===== src/rtl/delay_tank_port.sv =====
// delay_tank_port: access port at the two ends of one recirculating serial
// delay-line tank. Tracks the slot on tank_out, recirculates every bit, and
// serves one single-word read or write on the addressed slot's next pass.
module delay_tank_port #(
  parameter int unsigned WORD_BITS = 18,
  parameter int unsigned WORDS     = 32,
  parameter int unsigned ADDR_W    = 5,
  localparam int unsigned BIT_W    = (WORD_BITS > 1) ? $clog2(WORD_BITS) : 1
) (
  input  logic                 clk,
  input  logic                 rst_n,
  input  logic                 tank_out,
  output logic                 tank_in,
  input  logic                 req,
  input  logic                 we,
  input  logic [ADDR_W-1:0]    addr,
  input  logic [WORD_BITS-1:0] wdata,
  output logic                 busy,
  output logic                 ack,
  output logic [WORD_BITS-1:0] rdata,
  output logic [ADDR_W-1:0]    word_pos,
  output logic [BIT_W-1:0]     bit_pos
);

  localparam logic [1:0] S_IDLE = 2'd0;
  localparam logic [1:0] S_WAIT = 2'd1;
  localparam logic [1:0] S_XFER = 2'd2;
  localparam logic [1:0] S_DONE = 2'd3;

  localparam logic [BIT_W-1:0]  BIT_LAST  = BIT_W'(WORD_BITS - 1);
  localparam logic [ADDR_W-1:0] WORD_LAST = ADDR_W'(WORDS - 1);

  logic [1:0]           state;
  logic [ADDR_W-1:0]    addr_l;
  logic                 we_l;
  logic [WORD_BITS-1:0] wdata_l;

  logic slot_match;
  logic active;
  logic last_bit;

  // Slot decode: the access window opens on bit 0 of the latched word.
  always_comb begin
    last_bit   = (bit_pos == BIT_LAST);
    slot_match = (word_pos == addr_l) && (bit_pos == '0);
    active     = ((state == S_WAIT) && slot_match) || (state == S_XFER);
  end

  // Free-running bit/word slot counters aligned with tank_out.
  always_ff @(posedge clk) begin
    if (!rst_n) begin
      bit_pos  <= '0;
      word_pos <= '0;
    end else begin
      bit_pos <= last_bit ? '0 : bit_pos + BIT_W'(1);
      if (last_bit) begin
        word_pos <= (word_pos == WORD_LAST) ? '0 : word_pos + ADDR_W'(1);
      end
    end
  end

  // Request sequencing: latch in IDLE, wait for slot, transfer, acknowledge.
  always_ff @(posedge clk) begin
    if (!rst_n) begin
      state   <= S_IDLE;
      addr_l  <= '0;
      we_l    <= 1'b0;
      wdata_l <= '0;
    end else begin
      case (state)
        S_IDLE: begin
          if (req) begin
            addr_l  <= addr;
            we_l    <= we;
            wdata_l <= wdata;
            state   <= S_WAIT;
          end
        end
        S_WAIT: begin
          // Bit 0 is handled in the matching WAIT cycle, so a one-bit word
          // has nothing left for XFER.
          if (slot_match) begin
            state <= (WORD_BITS == 1) ? S_DONE : S_XFER;
          end
        end
        S_XFER: begin
          if (last_bit) begin
            state <= S_DONE;
          end
        end
        default: begin
          state <= S_IDLE;
        end
      endcase
    end
  end

  // Serial datapath: overwrite or recirculate into the tank, shift reads in.
  always_ff @(posedge clk) begin
    if (!rst_n) begin
      tank_in <= 1'b0;
      rdata   <= '0;
    end else begin
      tank_in <= (active && we_l) ? wdata_l[bit_pos] : tank_out;
      if (active && !we_l) begin
        rdata <= WORD_BITS'({tank_out, rdata} >> 1);
      end
    end
  end

  assign busy = (state != S_IDLE);
  assign ack  = (state == S_DONE);

endmodule


===== config.mk =====
export PLATFORM = sky130hd
export DESIGN_NAME = delay_tank_port
export DESIGN_NICKNAME = d
export VERILOG_FILES = /design/src/rtl/delay_tank_port.sv
export SDC_FILE = /design/constraint.sdc
export NUM_CORES = 1
export LEC_CHECK = 0
export ABC_CLOCK_PERIOD_IN_PS = 5900
export BUFFER_PORTS_ARGS = -buffer_cell sky130_fd_sc_hd__buf_2
export CORE_AREA = 3 3 103 105
export CTS_CLUSTER_SIZE = 28
export DETAILED_ROUTE_END_ITERATION = 16
export DIE_AREA = 0 0 106 108
export GPL_TIMING_DRIVEN = 0
export SLEW_MARGIN = 20
export SYNTH_ARGS = -nofsm -noshare
export SYNTH_HDL_FRONTEND = slang
export SYNTH_SLANG_ARGS = --single-unit

===== constraint.sdc =====
create_clock -name clk -period 5.9 [get_ports clk]
set_input_delay 1.18 -clock clk [delete_from_list [all_inputs] [get_ports clk]]
set_output_delay 1.18 -clock clk [all_outputs]
set_load 0.02 [all_outputs]

# Word level (Yosys, flattened, before mapping)
# Index checks and enable logic that the tools add are counted.
dict set report classes {
  addsub 2
  magnitude_cmp 1
  n_eq_ne 9
  mux 8
  bitwise_logic 1
  reduce_logical 12
}
# operator count
set ops {}
lappend ops {{$add A5 B1 Y5 const B} 2}
lappend ops {{$eq A5 B5 Y1 const B} 2}
lappend ops {{$lt A5 B6 Y1 const B} 1}
lappend ops {{$mux W2} 3}
lappend ops {{$ne A2 B2 Y1 const B} 3}
lappend ops {{$pmux W2 S3} 1}
lappend ops {{$bmux W1 S5} 1}
lappend ops {{$eq A5 B5 Y1} 1}
lappend ops {{$logic_not A5 Y1} 1}
lappend ops {{$mux W5} 1}
lappend ops {{$eq A2 B2 Y1 const B} 2}
lappend ops {{$logic_and A1 B1 Y1} 4}
lappend ops {{$reduce_and A3 Y1} 1}
lappend ops {{$eq A2 B1 Y1 const B} 1}
lappend ops {{$logic_not A2 Y1} 1}
lappend ops {{$mux W1} 2}
lappend ops {{$reduce_and A2 Y1} 1}
lappend ops {{$reduce_bool A2 Y1} 1}
lappend ops {{$reduce_or A2 Y1} 1}
lappend ops {{$logic_not A1 Y1} 1}
lappend ops {{$logic_or A1 B1 Y1} 1}
lappend ops {{$not A1 Y1} 1}
dict set report totals {
  reg_bits 55
  inputBits 28
  wordCells 41
}

# Logic depth before layout (Yosys ltp)
dict set report logic_depth {
  depth_word 6
  depth_mapped 10
}

# Least setup slack after synthesis
# OpenSTA, ideal clock, no wires.
dict set report synth_path {
  path_type {register -> register}
  startpoint {register bit_pos[0]}
  endpoint {register rdata[0]}
  t_arrival_ns 1.984
  setup_slack_ns 3.789
  stages_incl_launch_ff 11
  period_less_slack_ns 2.111
  cell_sequence {dfxtp_1 buf_2 inv_1 ha_1 nor4b_2 nand4_1 o32ai_2 buf_6 buf_12 mux2i_1 nor2_1}
}
dict set report synth_between {
  elab_chain_cells 5
}
# item line
set synth_lines {}
lappend synth_lines {{start: declaration} 22} ;# output logic [BIT_W-1:0] bit_pos
lappend synth_lines {{start signal: assignment} 55} ;# bit_pos <= last_bit ? '0 : bit_pos + BIT_W'(1);
lappend synth_lines {{$logic_not A5 Y1} 45} ;# slot_match = (word_pos == addr_l) && (bit_pos == '0);
lappend synth_lines {{$logic_and A1 B1 Y1} 45}
lappend synth_lines {{$logic_and A1 B1 Y1} 46} ;# active = ((state == S_WAIT) && slot_match) || (state == S_XFER);
lappend synth_lines {{$logic_or A1 B1 Y1} 46}
lappend synth_lines {{$logic_and A1 B1 Y1} 105} ;# if (active && !we_l) begin
lappend synth_lines {{end signal: assignment} 106} ;# rdata <= WORD_BITS'({tank_out, rdata} >> 1);
lappend synth_lines {{end: declaration} 20} ;# output logic [WORD_BITS-1:0] rdata,
# Every way passes these cells.
# A chain may end at the register's enable or synchronous reset.

# Final worst setup path
dict set report layout_path {
  startpoint {register state[1]}
  endpoint {output port busy}
}
dict set report layout_between {
  elab_chain_cells 1
}
# item line
set layout_lines {}
lappend layout_lines {{start: declaration} 33} ;# logic [1:0] state;
lappend layout_lines {{start signal: assignment} 83} ;# state <= (WORD_BITS == 1) ? S_DONE : S_XFER;
lappend layout_lines {{$reduce_bool A2 Y1} 111} ;# assign busy = (state != S_IDLE);
lappend layout_lines {{end: declaration} 18} ;# output logic busy,
# Every way passes these cells.

==> reports/qor.csv <==
metric;value;unit
status;complete, no violations;
most frequent CP cell;inv_1;
largest net degree at the start of global routing;17;
post-synthesis compound-gate area fraction;11.8;%
Ys Warns;0;
number of port buffers;58;
LEAKAGE;1.27;nW
worst hold slack;461;ps
Core Area;9730;µm²
fillers;1093;
IO Count;59;
Net Count, Synth;309;
critical path capture point type;output port;
initial core utilization;24.7;%
Data required, critical path;4720;ps
max_slew headroom;67.5;%
postcts setup bufs;0;
Worst Path Buf+Inv;3;
max-cap violations;0;
TNS Setup;0;ps
Die Height;108;µm
Final ANT Viol Nets;0;
Final Max Tran Viols;0;
CP Data Arrival Time;1320;ps
worst path cell trace;inv_1 -> ha_1 -> inv_1 -> buf_2;
Place WS;3400;ps
WL per Instance;12.3;µm
Period minus WS final;2500;ps
area of the mapped netlist;2400;µm²
PnR worst setup slack;3400;ps
top cell type's share of synthesized area;45.8;%
Final Cell Area;2980;µm²
first-pass GRT wire length;9290;µm
Top Family by Delay on Critical Path;flip-flops;
clk sinks;55;
slowest cell delay on critical path;410;ps
via count;1975;
Synth Area in XOR/XNOR;2.91;%
number of global-route vias before repair;1933;
Area contributors post-synth;dfxtp_1, mux2i_1, nand2_1, a21oi_1, ha_1;
die area;11400;µm²
Area growth syn-to-layout;23.9;%
P per Cell Area;331;nW/µm²
fin nets;374;
Post-synth top cells;nand2_1, dfxtp_1, a21oi_1, mux2i_1, nor2_1;
placed cell area;2860;µm²
count of flip-flops with a built-in enable after synthesis;0;
slowest cell on the critical path;dfxtp_1;
CTS H-tree depth;2;
final wirelength;5770;µm
Achievable Freq;401;MHz
layout cells sized above 1;22.6;%
Syn Inst Count;271;
Iteration-0 DRC Markers;115;
Hold Path Class;register to register;
Worst Setup Start Kind;register;
Num CTS Buffers;5;
Clock Skews;5.75;ps
sequential share of the synthesized area;45.8;%
flop-to-flop setup slack;3520;ps
Root Driver;clkbuf_8;
HPWL after detailed placement;4440;µm
post-DR vias/cell;4.20;
drt first pass iters;4;
# hold bufs at CTS;0;
row count;36;
critical path fanouts, max;4;
clk_lat worst skew;310;ps
register bit count reported by yosys;55;
final hold viol count;0;
count leader, synth;nand2_1;
initial antenna violation count;0;
CP Class;register to output port;
Reg clk slew, reported paths;100;ps
deepest clock path buffer count;2;
Distinct cells, synth;34;
predominant post-synthesis flop cell;dfxtp_1;
total global-route track usage;10.1;%
VDD IR max;0.0914;mV
post-synthesis adder-cell area fraction;5.20;%
Simple-Gate Fraction of Synth Area;18.4;%
drt drc;0;
antenna cells;0;
Tcrit/Tclk final;42.3;%
Synth area leader;dfxtp_1;
Post-synth ARST share;0;%
total congestion overflow;0;
mux share of post-synthesis cell area;11.7;%
Die Span X;106;µm
syn avg cell area;8.87;µm²
largest family of logic cells by synthesized area;simple AND/OR/NAND/NOR gates;
overall power;0.000985;W
post_cts resized;0;
CTS tree;built;
GP Congestion;0.776;
Slew @ Worst Pin;482;ps
final setup violating endpoints;0;
RSZ-0062 raised after global routing;false;
==> cell type report <==
cell class                 instances  area [µm²]  area share [%]
clock buffer                       6        82.6            2.77
inverter                           7        26.3           0.882
multi-input combinational        195        1200            40.3
clock inverter                     2        35.0            1.18
buffer                            14        77.6            2.60
timing repair buffer              58         290            9.74
tap                              133         166            5.59
sequential                        55        1100            37.0
==> kinds of logic after synthesis <==
family / Yosys count
AND/OR/NAND/NOR: 102
XOR/XNOR: 8
AO/OA/AOI/OAI: 47
buffers and inverters: 21
adder cells (fa/ha/maj): 10
flip-flops: 55
multiplexers: 28
==> stage by stage <==
step           utilization (%)  std cells
5_1_grt                   30.6        470
6_report                  30.6        470
4_1_cts                   30.6        470
2_1_floorplan                -        271
3_5_place_dp              29.4        462
3_3_place_gp              29.4        462
==> power breakdown <==
| group | switching, W | internal, W | leakage [nW] |
|---|---|---|---|
| sequential | 0.0000275 | 0.000410 | 0.448 |
| clock | 0.000124 | 0.000138 | 0.0612 |
| combinational | 0.000166 | 0.000120 | 0.761 |
| total | 0.000318 | 0.000667 | 1.27 |
==> sequential cells by signal, summed over array words and instances, names as in the netlist <==
signal	cells
wdata_l	18
state	2
word_pos	5
addr_l	5
we_l	1
rdata	18
bit_pos	5
tank_in	1
==> tightest hold or removal path: stages, from the launching register on <==
cell and delay, ps:
dfxtp_1 320, nand2_1 50, a21oi_1 50
==> cells in the final DEF, fill, tap and decap left out, types with 5 or more instances in the layout <==
cell type / n
xnor2_1: 6
nor2_1: 27
clkbuf_1: 11
ha_1: 10
dfxtp_1: 55
a21oi_1: 28
nand2_1: 57
clkbuf_8: 6
buf_2: 59
mux2i_1: 28
a211oi_1: 5
inv_1: 7
==> path summary, 6_finish.rpt <==
check / start / endpoint / cells past startpoint
setup / recovery: state[1] / busy / 4
hold / removal: wdata_l[8] / wdata_l[8] / 2
setup reg to reg: bit_pos[0] / rdata[17] / 10
hold reg to reg: wdata_l[8] / wdata_l[8] / 2
==> metal layers <==
metal,global-route usage (%),vias to the layer above,part of all wire [%]
met5,0,-,0
met1,12.6,891,49
li1,-,1041,-
met4,3.61,0,1.3
met3,2.33,7,3.6
met2,17.3,36,46
Note: power is estimated with default switching activity, not from simulation.
